$ cat config.mk
export PLATFORM = sky130hd
export DESIGN_NAME = npr_dma
export DESIGN_NICKNAME = d
export VERILOG_FILES = /design/src/rtl/unibus_pkg.sv /design/src/rtl/npr_dma.sv
export SDC_FILE = /design/constraint.sdc
export NUM_CORES = 1
export LEC_CHECK = 0
export BUFFER_PORTS_ARGS = -buffer_cell sky130_fd_sc_hd__buf_2
export CELL_PAD_IN_SITES_DETAIL_PLACEMENT = 1
export CELL_PAD_IN_SITES_GLOBAL_PLACEMENT = 1
export CORE_ASPECT_RATIO = 0.7
export CORE_UTILIZATION = 35
export DETAILED_ROUTE_END_ITERATION = 7
export MAX_ROUTING_LAYER = met4
export PLACE_DENSITY = 0.74
export SLEW_MARGIN = 25
export SYNTH_ARGS = -nofsm -noshare
export SYNTH_HDL_FRONTEND = slang
export SYNTH_SLANG_ARGS = --single-unit
$ cat constraint.sdc
create_clock -name CLOCK -period 2.2 [get_ports CLOCK]
set_input_delay 0.11 -clock CLOCK [delete_from_list [all_inputs] [get_ports CLOCK]]
set_output_delay 0.11 -clock CLOCK [all_outputs]
set_load 0.1 [all_outputs]
$ cat src/rtl/unibus_pkg.sv
// Shared Unibus definitions: cycle-type codes, bus-master state encoding and
// the filler value returned for unmapped register addresses.
package unibus_pkg;

  // Unibus C1:C0 cycle-type codes
  localparam logic [1:0] C_DATI  = 2'b00;
  localparam logic [1:0] C_DATIP = 2'b01;
  localparam logic [1:0] C_DATO  = 2'b10;
  localparam logic [1:0] C_DATOB = 2'b11;

  localparam logic [31:0] DEADBEEF = 32'hDEADBEEF;

  // Bus-master sequencer states; the encoding is visible through a status register
  typedef enum logic [3:0] {
    StIdle  = 4'd0,
    StReq   = 4'd1,
    StSack  = 4'd2,
    StAddr  = 4'd3,
    StMsyn  = 4'd4,
    StLatch = 4'd5,
    StRelms = 4'd6,
    StDone  = 4'd7
  } npr_state_e;

  // Cycle type for a single-word transfer; reads are always plain DATI
  function automatic logic [1:0] cycle_type(input logic is_write, input logic byte_sel);
    logic [1:0] c;
    if (!is_write) begin
      c = C_DATI;
    end else if (byte_sel) begin
      c = C_DATOB;
    end else begin
      c = C_DATO;
    end
    return c;
  endfunction

endpackage

$ cat src/rtl/npr_dma.sv
// Unibus NPR bus master: runs one DATI/DATO/DATOB cycle per ARM request and
// raises armintrq when the cycle finishes, times out or is aborted by INIT.
module npr_dma
  import unibus_pkg::*;
#(
  parameter int unsigned TIMEOUT = 1000,
  parameter int unsigned DESKEW  = 15
) (
  input  logic        CLOCK,
  input  logic        RESET,

  input  logic        armwrite,
  input  logic [1:0]  armraddr,
  input  logic [1:0]  armwaddr,
  input  logic [31:0] armwdata,
  output logic [31:0] armrdata,
  output logic        armintrq,

  input  logic        init_in_h,
  output logic        npr_out_h,
  input  logic        npg_in_h,
  output logic        sack_out_h,
  input  logic        bbsy_in_h,
  output logic        bbsy_out_h,
  input  logic        ssyn_in_h,
  input  logic [15:0] d_in_h,
  output logic [17:0] a_out_h,
  output logic [1:0]  c_out_h,
  output logic [15:0] d_out_h,
  output logic        msyn_out_h
);

  localparam logic [31:0] NprDmaId  = 32'h444D1001;
  localparam logic [15:0] DeskewM1  = 16'(DESKEW - 1);
  localparam logic [15:0] TimeoutM1 = 16'(TIMEOUT - 1);

  npr_state_e  r_state;
  npr_state_e  w_state_d;
  logic [15:0] r_timer;
  logic [15:0] w_timer_d;

  // Transfer description latched by a go write
  logic        r_write;
  logic        r_byte;
  logic [17:0] r_addr;
  logic [15:0] r_wdata;
  logic [15:0] r_rdata;

  logic        r_done;
  logic        r_timeout;

  // Registered bus drivers
  logic        r_npr;
  logic        r_sack;
  logic        r_bbsy;
  logic        r_msyn;
  logic [17:0] r_a;
  logic [1:0]  r_c;
  logic [15:0] r_d;

  logic        w_busy;
  logic        w_abort;
  logic        w_reg1_wr;
  logic        w_go;
  logic        w_ack;
  logic        w_timed_out;
  logic        w_active_d;
  logic        w_enter_addr;
  logic        w_capture;
  logic [17:0] w_addr_eff;
  logic        w_unused_bits;

  assign w_busy    = (r_state != StIdle);
  assign w_abort   = init_in_h && w_busy;
  assign w_reg1_wr = armwrite && (armwaddr == 2'd1) && !w_busy;
  assign w_go      = w_reg1_wr && armwdata[31];
  assign w_ack     = w_reg1_wr && !armwdata[31];

  // Word writes must land on an even address
  assign w_addr_eff = (r_write && !r_byte) ? {r_addr[17:1], 1'b0} : r_addr;

  // Address/data are owned by this master from ADDR until RELMS ends
  assign w_active_d   = (w_state_d == StAddr) || (w_state_d == StMsyn) ||
                        (w_state_d == StLatch) || (w_state_d == StRelms);
  assign w_enter_addr = (w_state_d == StAddr) && (r_state != StAddr);
  assign w_capture    = (r_state == StLatch) && (w_state_d == StRelms) && !r_write;

  assign w_unused_bits = ^{armwdata[28:18], C_DATIP};

  // Next-state logic for the bus cycle sequencer
  always_comb begin
    w_state_d   = r_state;
    w_timed_out = 1'b0;
    unique case (r_state)
      StIdle:  if (w_go) w_state_d = StReq;
      StReq:   if (npg_in_h) w_state_d = StSack;
      // A previous slave still holding ssyn is not an error; just wait it out
      StSack:  if (!bbsy_in_h && !ssyn_in_h) w_state_d = StAddr;
      StAddr:  if (r_timer == DeskewM1) w_state_d = StMsyn;
      StMsyn: begin
        if (ssyn_in_h) begin
          w_state_d = StLatch;
        end else if (r_timer == TimeoutM1) begin
          w_state_d   = StRelms;
          w_timed_out = 1'b1;
        end
      end
      StLatch: if (r_timer == DeskewM1) w_state_d = StRelms;
      // After a timeout nobody will ever answer, so do not wait for ssyn
      StRelms: if (!ssyn_in_h || r_timeout) w_state_d = StDone;
      StDone:  w_state_d = StIdle;
      default: w_state_d = StIdle;
    endcase
    if (w_abort) begin
      w_state_d   = StIdle;
      w_timed_out = 1'b0;
    end
  end

  // Timer restarts on every state change and only runs in the timed states
  always_comb begin
    w_timer_d = '0;
    if ((w_state_d == r_state) &&
        ((r_state == StAddr) || (r_state == StMsyn) || (r_state == StLatch))) begin
      w_timer_d = r_timer + 16'd1;
    end
  end

  // State and timer registers
  always_ff @(posedge CLOCK) begin
    if (RESET) begin
      r_state <= StIdle;
      r_timer <= '0;
    end else begin
      r_state <= w_state_d;
      r_timer <= w_timer_d;
    end
  end

  // Transfer parameters, status flags and read-data capture
  always_ff @(posedge CLOCK) begin
    if (RESET) begin
      r_write   <= 1'b0;
      r_byte    <= 1'b0;
      r_addr    <= '0;
      r_wdata   <= '0;
      r_rdata   <= '0;
      r_done    <= 1'b0;
      r_timeout <= 1'b0;
    end else begin
      if (armwrite && (armwaddr == 2'd2)) begin
        r_wdata <= armwdata[15:0];
      end
      if (w_abort) begin
        r_done    <= 1'b1;
        r_timeout <= 1'b1;
      end else begin
        if (w_go) begin
          r_write   <= armwdata[30];
          r_byte    <= armwdata[29];
          r_addr    <= armwdata[17:0];
          r_done    <= 1'b0;
          r_timeout <= 1'b0;
        end else if (w_ack) begin
          r_done <= 1'b0;
        end
        if (w_timed_out) begin
          r_timeout <= 1'b1;
        end
        if (r_state == StDone) begin
          r_done <= 1'b1;
        end
        if (w_capture) begin
          r_rdata <= d_in_h;
        end
      end
    end
  end

  // Bus outputs are registered from the next state so each changes once per edge
  always_ff @(posedge CLOCK) begin
    if (RESET) begin
      r_npr  <= 1'b0;
      r_sack <= 1'b0;
      r_bbsy <= 1'b0;
      r_msyn <= 1'b0;
      r_a    <= '0;
      r_c    <= '0;
      r_d    <= '0;
    end else begin
      r_npr  <= (w_state_d == StReq);
      r_sack <= (w_state_d == StSack);
      r_bbsy <= w_active_d;
      r_msyn <= (w_state_d == StMsyn) || (w_state_d == StLatch);
      if (w_enter_addr) begin
        r_a <= w_addr_eff;
        r_c <= cycle_type(r_write, r_byte);
        r_d <= r_write ? r_wdata : 16'd0;
      end else if (!w_active_d) begin
        r_a <= '0;
        r_c <= '0;
        r_d <= '0;
      end
    end
  end

  // ARM register read mux
  always_comb begin
    armrdata = DEADBEEF;
    case (armraddr)
      2'd0:    armrdata = NprDmaId;
      2'd1:    armrdata = {w_busy, r_write, r_byte, r_timeout, r_done, 9'd0, r_addr};
      2'd2:    armrdata = {r_rdata, r_wdata};
      2'd3:    armrdata = {r_state, 12'd0, r_timer};
      default: armrdata = DEADBEEF;
    endcase
  end

  assign armintrq   = r_done;
  assign npr_out_h  = r_npr;
  assign sack_out_h = r_sack;
  assign bbsy_out_h = r_bbsy;
  assign msyn_out_h = r_msyn;
  assign a_out_h    = r_a;
  assign c_out_h    = r_c;
  assign d_out_h    = r_d;

endmodule

# == Word level (Yosys, flattened, before mapping) ==
# Index checks and enable logic that the tools add are counted.
# totals
reg_bits,114
latch_bits,0
out_inout_bits,73
mem_bits_ro,0
word_cells,107
ramBits,0
mem_count,0
# classes
n_div,0
n_addsub,1
reduce_logical,33
bitwise,2
n_eq_ne,23
magnitude_cmp,0
n_mux,32
shifts,0
mul,0
# op_table
op,count
$pmux 32 s4,1
$mux 16,3
$mux 18,2
$mux 4,9
$eq 4x3->1 const B,7
$pmux 4 s7,1
$add 16x1->16 const B,1
$eq 16x10->1 const B,1
$eq 16x4->1 const B,1
$eq 4x2->1 const B,4
$mux 1,13
$logic_and 1x1->1,12
$eq 4x1->1 const B,2
$reduce_bool 4->1,2
$logic_or 1x1->1,7
$eq 2x2->1 const B,3
$logic_not 1->1,6
$mux 2,3
$eq 2x1->1 const B,2
$eq 4x4->1,1
$logic_not 4->1,1
$ne 4x2->1 const B,1
$reduce_and 2->1,2
$reduce_bool 3->1,1
4 further kinds,5

# == Logic depth before layout (Yosys ltp) ==
# Gate-level depths: netlist (run 1).
# logic_depth
ltp_word,13
depth_mapped,11
ltp_nobuf,8

# == Least setup slack after synthesis (run 1) ==
# OpenSTA, ideal clock, no wires.
# synth_path
path_type,input to output
from,input port armraddr[1]
to,output port armrdata[30]
slack_ps,-297
path_stages,4
t_arrival_ps,2387
n_path_buf,2
required_ps,2090
path_cell_list,clkbuf_1 > buf_1 > mux2i_1 > a21oi_1
# synth_via
elab_chain_cells,2
word_cells_on_any_way,5
classes_between,eq/ne: 3; mux: 1; reduce/logical: 1
# synth_rtl
element,line_no,text
from (decl),npr_dma.sv:13,"input logic [1:0] armraddr,"
$eq 2x2->1 (tied with other cells),npr_dma.sv:210,case (armraddr)
$pmux 32 s4 *,npr_dma.sv:210,
to (decl),npr_dma.sv:16,"output logic [31:0] armrdata,"
# Every way passes the cells marked *; elsewhere a longest branch is shown, timed or not.

# == Final worst setup path (run 1) ==
# layout_path
from,register r_timer[0]
to,"register r_a[12], in the netlist a_out_h[12]"
# layout_via
elab_chain_cells,10
word_cells_on_any_way,18
classes_between,eq/ne: 7; mux: 7; reduce/logical: 4
# layout_rtl
element,line_no,text
from (decl),npr_dma.sv:39,logic [15:0] r_timer;
from (signal assigned),npr_dma.sv:136,r_timer <= w_timer_d;
$eq 16x10->1,npr_dma.sv:103,end else if (r_timer == TimeoutM1) begin
$mux 4,npr_dma.sv:103,
$mux 4,npr_dma.sv:101,if (ssyn_in_h) begin
$pmux 4 s7 *,npr_dma.sv:94,unique case (r_state)
$mux 4 *,npr_dma.sv:114,if (w_abort) begin
$eq 4x2->1 or $eq 4x3->1 (tied branches),"npr_dma.sv:83, npr_dma.sv:85",
$logic_or 1x1->1 (2 in a row),npr_dma.sv:83,assign w_active_d = (w_state_d == StAddr) || (w_state_d == StMsyn) ||
$logic_or 1x1->1,npr_dma.sv:84,(w_state_d == StLatch) || (w_state_d == StRelms);
$ne 2x1->1 (no source line),n/a,
to (signal assigned),npr_dma.sv:196,r_a <= w_addr_eff;
to (decl),npr_dma.sv:57,logic [17:0] r_a;
# Marked as above.
# A chain may end at the register's enable or synchronous reset.

==> results of run 1 <==
## routing by layer
metal / global-route usage / vias up / share of wire / routed length [um]
li1: - / 2248 / - / -
met4: 0.0802 / 0 / 0.014 / 252
met3: 0.0603 / 31 / 0.064 / 1140
met5: - / - / 0 / 0
met1: 0.307 / 2346 / 0.43 / 7720
met2: 0.457 / 174 / 0.49 / 8650
## timing repair
action / in CTS / in global routing
endpoints found under the hold margin: 52 / 0
gates resized for setup: 9 / 6
pin swaps: 2 / 0
hold buffers: 36 / 0
buffers inserted: 1 / 0
endpoints found under the setup margin: 36 / 51
## worst paths after layout
path               from           to  slack (ns)  depth (start not counted)
max reg2reg  r_timer[0]  a_out_h[12]       -0.04                          9
min reg2reg  d_out_h[1]   d_out_h[1]        0.46                          1
min           init_in_h     armintrq         0.1                          3
max          r_timer[0]  a_out_h[12]       -0.04                          9
## power by group
part / total [uW] / internal, uW / switching (uW) / leakage (uW)
Combinational: 432 / 154 / 277 / 0.00191
Clock: 2880 / 1910 / 973 / 0.000284
Sequential: 2100 / 2080 / 18.9 / 0.000922
## worst reg2reg max path: stages (launching register included)
cell	delay, ns
dfxtp_2	0.32
inv_1	0.06
ha_1	0.16
and4bb_2	0.27
nand4_4	0.15
a21o_1	0.24
or2_4	0.26
a311oi_4	0.29
buf_12	0.24
a22o_1	0.21
## cells in the mapped netlist (all sizes together) (2+ instances only)
master	number	share of area
o32ai	2	0.0036
nor4	4	0.0082
nor2	46	0.035
xnor2	4	0.0072
a21oi	49	0.050
nand2	89	0.068
o21ai	5	0.0059
o211ai	2	0.0041
and2	11	0.014
nand4	5	0.0077
nor3	6	0.0061
ha	2	0.0051
mux2i	19	0.039
mux2	16	0.037
nor2b	3	0.0038
buf	15	0.021
clkbuf	22	0.017
a311oi	2	0.0072
xor2	11	0.020
a22o	37	0.067
nand2b	5	0.0064
and3	6	0.0077
a32o	18	0.037
or2	2	0.0026
nand3	7	0.0072
dfxtp	114	0.47
inv	11	0.0084
nor4b	2	0.0067
a21o	2	0.0031
## flip-flops by register name, indices dropped and copies added, names as in the netlist, 2 cells and up
register / cells
r_addr: 18
a_out_h: 18
c_out_h: 2
r_wdata: 16
r_state: 4
r_rdata: 16
r_timer: 16
d_out_h: 16
## area by class of cell
type                            instances  area share
Multi-Input combinational cell        369       0.333
Sequential cell                       114       0.311
Timing Repair Buffer                  201       0.235
Clock buffer                           20      0.0608
Tap cell                              185      0.0315
Clock inverter                         10      0.0218
Inverter                               11     0.00562
## metrics by stage
step	cell area, um2	utilization	TNS [ns]
final	7340	0.548	-0.388
after global routing	7340	0.548	-2.62
after CTS	7320	0.547	-0.0955
after detailed placement	6320	0.472	-1.05
after global placement	6320	0.472	0
after floorplan	4910	-	-0.239
## logic make-up (layout without fill, tap and decap cells)
logic type	after synthesis	in the layout	synth area share
simple gates	193	193	0.188
compound gates	123	123	0.191
flops	114	114	0.467
buf+inv	48	242	0.0461
mux	35	35	0.0758
xor+xnor	15	15	0.0269
fa+ha+maj	2	2	0.00512
other cells	1	1	0.000767
==> metrics.txt, run 1 <==
status complete, but fails checks; failing checks negative setup slack; CP Max Fanout 35; synthesized instance count 531; Final Hold Viols 0; Slew HR 0.498; Seq cells post-synth 114; non-filler cells, final 910; Die X-Extent 143 um; Final Setup Violations 24; Post-DP HPWL between 10000 and 15000 um; Synth warnings 0; First DRT Iteration DRCs 224; LEAKAGE between 0.003 and 0.004 uW; commonest non-fill, non-tap cell in the layout dfxtp_1; clk_lat worst skew 0.41 ns; register area share after synthesis 0.467; number of max-cap violations 0; Post-synth EDFFs 0; Hold/Removal Path Class input pin to flip-flop; Die Ht approximately 100 um; GRT overflow 0; clock buffer depth 2; first-pass GRT wire length roughly 28000 um; Pwr Density 737 mW/mm2; Crit path arrival time between 2 and 3 ns; worst path bufs/invs 2; routed vias/inst 5.27; Pre-Repair DR Iteration Count 4; asr flop ratio synth 0; IO buf count 120; WL final around 18000 um; Avg Cell Area, Syn 9.21 um2; share of layout cells above drive strength 1 0.332; final routed DRC violation total 0; gr usage total 0.265; full die area 0.0145 mm2; root buffer cell clkbuf_16; H-tree depth 4; final worst-path cycle share 1.02; CP endpoint kind flip-flop; P&R area growth vs syn 50.2%; Reg area 0.00229 mm2; top_reg_cell synth dfxtp_1; largest net degree at the start of global routing 45; final total power 5410 uW; WS Path Type flip-flop to flip-flop; num rows 35; starting density of the core 0.365; ANT cells 0; DP Worst Slack -0.0787 ns; CP Launch Type flip-flop; Via Count 4799; fillcell total approximately 1500; Core ar. approximately 0.013 mm2; Final min period 2.24 ns; initial antenna violation count 0; critical path's top delay family compound AO/OA/AOI/OAI gates; Placed Cells roughly 840; number of global-route vias before repair 5208; fmax 0.446 GHz; RSZ-0062 raised after global routing true; Final WS setup -0.0446 ns; CTS tree built; WHS a little under 0.1 ns; Clock transition at path regs 0.06 ns; global placement routability congestion 0.859; Routed Antenna Nets 0; Critical Path Max Stage Delay 0.32 ns; VDD IR max 0.582 mV; Inserted Clock Buffers 17; most frequent cells in the layout dfxtp_1, buf_2, nand2_1, nor2_1, a21oi_1; max-slew violations 0; Tightest Pin Transition 0.753 ns; clk sinks 114; Worst path slowest cell dfxtp_2; worst path required time about 2.6 ns; Final Skew 0.0104 ns; Syn Nets slightly below 600; Total Nets Final 775; wire per inst 19.5 um; Netlist cell types 54; Multi-input gate area 0.00245 mm2; Post-Syn Area ~0.0049 mm2; I/O Pins 132; worst-path cell chain inv_1 > ha_1 > and4bb_2 > nand4_4 > a21o_1 > or2_4 > a311oi_4 > buf_12 > a22o_1
No activity file was read; power rests on OpenSTA's default activity.
==> run 2: changes to the inputs <==
--- a/config.mk
+++ b/config.mk
@@ -6,10 +6,10 @@
 export NUM_CORES = 1
 export LEC_CHECK = 0
 export BUFFER_PORTS_ARGS = -buffer_cell sky130_fd_sc_hd__buf_2
-export CELL_PAD_IN_SITES_DETAIL_PLACEMENT = 1
-export CELL_PAD_IN_SITES_GLOBAL_PLACEMENT = 1
+export CELL_PAD_IN_SITES_DETAIL_PLACEMENT = 2
+export CELL_PAD_IN_SITES_GLOBAL_PLACEMENT = 2
 export CORE_ASPECT_RATIO = 0.7
-export CORE_UTILIZATION = 35
+export CORE_UTILIZATION = 28
 export DETAILED_ROUTE_END_ITERATION = 7
 export MAX_ROUTING_LAYER = met4
 export PLACE_DENSITY = 0.74
==> run 2 against run 1 <==
- the run still ends with negative setup slack left
- count of clock-buffer cells in the layout increased by 2
- register-to-register slack lost 0.03 ns
- routed wire length rose by 17%
- largest cell class unchanged
==> metrics.txt, run 2 (same netlist as run 1, synthesis figures left out) <==
Comb pwr share 0.082; CP endpoint kind flip-flop; Total Nets Final a little under 800; P&R area growth vs syn 54.8%; GRT overflow 0; Switching Share 0.241; Routed Antenna Nets 0; cell internal pwr 4190 uW; Via Count 4935; IO buf count 120; largest net degree at the start of global routing 36; clk sinks 114; Final min period 2.27 ns; CP Launch Type flip-flop; gr usage total 0.237; starting density of the core 0.286; wire per inst around 22 um; crit path from r_timer[0]; number of max-cap violations 0; RSZ-0062 raised after global routing true; full die area 0.0180 mm2; setup TNS -1.78 ns; max-slew violations 0; Sw Pwr 1330 uW; Core ar. 0.0171 mm2; Sequential Power Share 0.381; H-tree depth 4; most frequent cells in the layout dfxtp_1, buf_2, nand2_1, nor2_1; Pre-Repair DR Iteration Count 4; LEAKAGE 0.00319 uW; num rows 40; Final Setup Violations 35; worst r2r path cells 10; Reg area around 0.0023 mm2; Tightest Pin Transition 0.707 ns; Clock power frac 0.537; Multi-input gate area 0.00248 mm2; DP Worst Slack -0.224 ns; flop2flop setup slack -0.07 ns; final worst-path cycle share 1.03; Post-DP HPWL about 13000 um; WL final 20900 um; final routed DRC violation total 0; Inserted Clock Buffers 17; clock buffer depth 2; Pwr Density ~730 mW/mm2; Crit path arrival time 2.64 ns; First DRT Iteration DRCs roughly 180; commonest non-fill, non-tap cell in the layout dfxtp_1; global placement routability congestion a little over 0.8; worst hold path endpoint armintrq; fmax 0.440 GHz; clk_lat worst skew 0.43 ns; Final Hold Viols 0; Clock transition at path regs approximately 0.05 ns; worst path required time approximately 2.6 ns; post-route cell area between 0.007 and 0.008 mm2; WHS 0.122 ns; failing checks negative setup slack; root buffer cell clkbuf_16; worst hold path depth 3; status complete, but fails checks; routed vias/inst 5.10; Slew HR 0.529; Hold/Removal Path Class input pin to flip-flop; CP Max Fanout 18; Worst R2R End a_out_h[6]; WS Path Type flip-flop to flip-flop; Die X-Extent 160 um; VDD IR max 0.494 mV; Final Skew 0.00741 ns; Final WS setup -0.0740 ns; initial antenna violation count 1; hold path startpoint init_in_h; share of layout cells above drive strength 1 0.349; number of global-route vias before repair between 5000 and 6000; worst reg2reg startpoint r_timer[0]; CTS tree built; I/O Pins 132; final core utilization 0.442; fillcell total 1801; Die Ht 113 um; DP Area 0.00640 mm2; first-pass GRT wire length 31400 um
[run 2: cell count changes in the layout (fill, tap and decap cells not counted), moves of 2 or more]
| cell | before | now |
|---|---|---|
| clkinvlp_4 | 4 | 1 |
| buf_4 | 38 | 44 |
| dfxtp_1 | 110 | 108 |
| clkinv_2 | 2 | 4 |
| dfxtp_2 | 4 | 6 |
| clkbuf_16 | 17 | 19 |
[run 2: worst max-delay path by stage]
stage / slack [ns] / cells past startpoint / endpoint
finish: -0.07 / 10 / a_out_h[6]
global route: -0.15 / 9 / a_out_h[6]
CTS: -0.03 / 9 / a_out_h[6]
detailed placement: -0.22 / 8 / r_timer[7]
global placement: -0.07 / 8 / r_timer[9]
floorplan: -0.02 / 11 / d_out_h[11]
[run 2: power groups by stage]
stage | sequential (uW) | combinational, uW | clock, uW
6_report | 2100 | 452 | 2970
5_1_grt | 2100 | 474 | 3090
4_1_cts | 2100 | 442 | 3000
3_5_place_dp | 2140 | 388 | 0
3_3_place_gp | 2140 | 377 | 0
2_1_floorplan | 2150 | 218 | 0
[run 2: cell type report]
type                    count  area share
clock inverters            10      0.0207
flip-flops and latches    114       0.303
multi-input cells         369       0.328
clock buffers              22      0.0613
well taps                 231      0.0382
inverters                  11     0.00546
diodes                      1    0.000331
repair buffers            210       0.244
[run 2: routing by layer]
layer | share of wire | routed length [um] | track usage
met1 | 0.46 | 9510 | 0.279
met2 | 0.48 | 9960 | 0.394
met3 | 0.047 | 979 | 0.0558
met4 | 0.020 | 412 | 0.0832
met5 | 0 | 0 | -
[run 2: through the flow]
step / instances / total power (uW)
after floorplan: 531 / 2370
after global placement: 891 / 2520
after detailed placement: 891 / 2530
after CTS: 959 / 5550
after global routing: 968 / 5670
final: 968 / 5520
[run 2: timing repair]
action | CTS | global route
gates cloned | 0 | 3
setup buffers | 0 | 5
pin swaps | 2 | 2
hold buffers | 36 | 0
endpoints found under the hold margin | 52 | 0
endpoints found under the setup margin | 90 | 68
resized for setup | 9 | 13
[run 2: critical path, stage by stage (launching register included)]
cell and delay, ns:
dfxtp_2 0.33, inv_2 0.05, ha_1 0.14, and4bb_2 0.27
nand4_4 0.15, a21o_1 0.22, or2_4 0.26, a311oi_4 0.29
buf_4 0.17, buf_12 0.15, a22o_2 0.18
==> run 3: changes to the inputs <==
--- a/config.mk
+++ b/config.mk
@@ -5,14 +5,16 @@
 export SDC_FILE = /design/constraint.sdc
 export NUM_CORES = 1
 export LEC_CHECK = 0
+export ABC_AREA = 1
 export BUFFER_PORTS_ARGS = -buffer_cell sky130_fd_sc_hd__buf_2
 export CELL_PAD_IN_SITES_DETAIL_PLACEMENT = 2
 export CELL_PAD_IN_SITES_GLOBAL_PLACEMENT = 2
 export CORE_ASPECT_RATIO = 0.7
-export CORE_UTILIZATION = 28
+export CORE_UTILIZATION = 26
 export DETAILED_ROUTE_END_ITERATION = 7
 export MAX_ROUTING_LAYER = met4
-export PLACE_DENSITY = 0.74
+export PLACE_DENSITY = 0.75
+export SKIP_CTS_REPAIR_TIMING = 1
 export SLEW_MARGIN = 25
 export SYNTH_ARGS = -nofsm -noshare
 export SYNTH_HDL_FRONTEND = slang
==> run 3 against run 2 <==
- routed wire length is 10% higher
- critical path type unchanged
- area after synthesis is 1.4% higher
- flip-flop and latch count stayed put
- first-iteration DRC count is 100% higher
- the flow finishes with violations (negative hold slack)
==> metrics.txt, run 3 <==
status complete, but fails checks; failing checks negative hold slack; non-filler cells, final ~1100; largest cells by area after synthesis dfxtp_1, nor2_1, nand3_1; worst hold path depth 3; setup TNS 0 ns; Via Count ~5500; Synth warnings 0; Post-Syn Area 0.00496 mm2; fillcell total ~2100; Clock transition at path regs about 0.06 ns; Final min period 2.19 ns; final routed DRC violation total 0; Yosys top cell area share 0.460; first-pass GRT wire length 32200 um; share of layout cells above drive strength 1 0.299; root buffer cell clkbuf_16; asr flop ratio synth 0; GRT overflow 0; Tightest Pin Transition 0.822 ns; IO buf count 120; worst-path cell chain nand2_1 > inv_1 > nand2_1 > nor2_2 > nand3_2 > nand2_1 > inv_2 > a21oi_4 > nand2_2 > nand3_4 > buf_4 > buf_12 > nand3_1 > a21oi_2; Syn Nets between 700 and 800; wire per inst 20.9 um; CTS tree built; register area share after synthesis 0.460; Pre-Repair DR Iteration Count 6; Die X-Extent between 150 and 200 um; I/O Pins 132; global placement routability congestion 0.827; num rows 41; ANT cells 0; P&R area growth vs syn 46.4%; CP Max Fanout 7; Crit path arrival time ~2.5 ns; number of max-cap violations 0; commonest non-fill, non-tap cell in the layout nor2_1; fmax 0.456 GHz; Hold/Removal Path Class input pin to flip-flop; Critical Path Max Stage Delay 0.40 ns; WS Path Type flip-flop to flip-flop; post-route cell area 0.00726 mm2; final core utilization 0.396; most frequent cell on the critical path nand2_1; gr usage total 0.220; full die area 0.0196 mm2; Final Setup Violations 0; H-tree depth 4; DP Area a little under 0.006 mm2; Post-DP HPWL approximately 15000 um; Worst path slowest cell dfxtp_1; Slew HR 0.448; Final Hold Viols 6; VDD IR max 0.412 mV; Pwr Density around 740 mW/mm2; top-count cell post-synth nor2_1; worst path required time 2.54 ns; Placed Cells around 1000; worst r2r path cells 14; Die Ht 118 um; clk_lat worst skew 0.43 ns; LEAKAGE slightly below 0.003 uW; clock buffer depth 2; Seq cells post-synth 114; Avg Cell Area, Syn roughly 7.3 um2; starting density of the core 0.271; CP endpoint kind flip-flop; WL final 23000 um; Post-synth EDFFs 0; routed vias/inst 5.03; synthesized instance count 679; clk sinks 114; most frequent cells in the layout nor2_1, buf_2, dfxtp_1, nand3_1, nand2_1; First DRT Iteration DRCs around 370; CP Launch Type flip-flop; Total Nets Final 914; top_reg_cell synth dfxtp_1; Routed Antenna Nets 0; Netlist cell types 34; top post-synthesis cells by count nor2_1, dfxtp_1, nand3_1; Inserted Clock Buffers 17; Core ar. 0.0183 mm2; largest area contributor in the netlist dfxtp_1; Final Skew between 0.015 and 0.02 ns; final worst-path cycle share 0.996; largest net degree at the start of global routing 50; initial antenna violation count 0; WHS -0.0323 ns; number of global-route vias before repair 5712; max-slew violations 0
-- run 3: power by group --
part / internal [uW] / total, uW / switching, uW
Sequential: 2090 / 2120 / 31.7
Combinational: 125 / 460 / 335
Clock: 1670 / 2780 / 1110
-- run 3: final timing paths --
kind	start	endpoint	slack [ns]
max	r_timer[9]	d_out_h[1]	0.009
min	d_in_h[5]	r_rdata[5]	-0.03
max reg2reg	r_timer[9]	d_out_h[1]	0.009
min reg2reg	r_timer[0]	r_timer[0]	0.46
-- run 3: stage by stage --
stage | power (uW) | worst slack [ns] | hold slack [ns]
after CTS | 5330 | -0.360 | -0.0798
after global routing | 5520 | -0.0911 | -0.00425
after global placement | 2560 | -0.0427 | 0.346
after floorplan | 2420 | 0.00952 | 0.245
after detailed placement | 2570 | -0.156 | 0.360
final | 5360 | 0.00931 | -0.0323
-- run 3: routing by layer --
metal  routed length, um  global-route usage  share of wire  up-vias
met5                   0                   -              0        -
met4                 155              0.0590         0.0067        0
met3                1210              0.0511          0.053       17
met2               11000               0.344           0.48      126
met1               10600               0.283           0.46     2788
li1                    -                   -              -     2608
-- run 3: kinds of logic (layout without fill, tap and decap cells) --
group | after synthesis | after routing | share of synthesized area
XOR/XNOR | 16 | 16 | 0.0283
adder cells (fa/ha/maj) | 2 | 2 | 0.00505
other | 1 | 1 | 0.000756
buffers and inverters | 80 | 263 | 0.0651
AO/OA/AOI/OAI | 125 | 125 | 0.140
flip-flops | 114 | 114 | 0.460
AND/OR/NAND/NOR | 341 | 344 | 0.300
-- run 3: critical path: cells and delay by family (launching register included) --
family | cells | cell delay [ns]
flops | 1 | 0.40
compound gates | 2 | 0.45
simple gates | 8 | 0.84
buf+inv | 4 | 0.41
-- run 3: cell type report --
| type | instances | area (um2) | area share |
|---|---|---|---|
| multi-input combinational | 488 | 2610 | 0.359 |
| sequential | 114 | 2300 | 0.317 |
| timing repair buffer | 189 | 1300 | 0.179 |
| clock buffer | 17 | 425 | 0.0586 |
| tap | 236 | 295 | 0.0407 |
| inverter | 42 | 164 | 0.0226 |
| clock inverter | 14 | 156 | 0.0215 |
| timing repair inverter | 1 | 7.51 | 0.00103 |
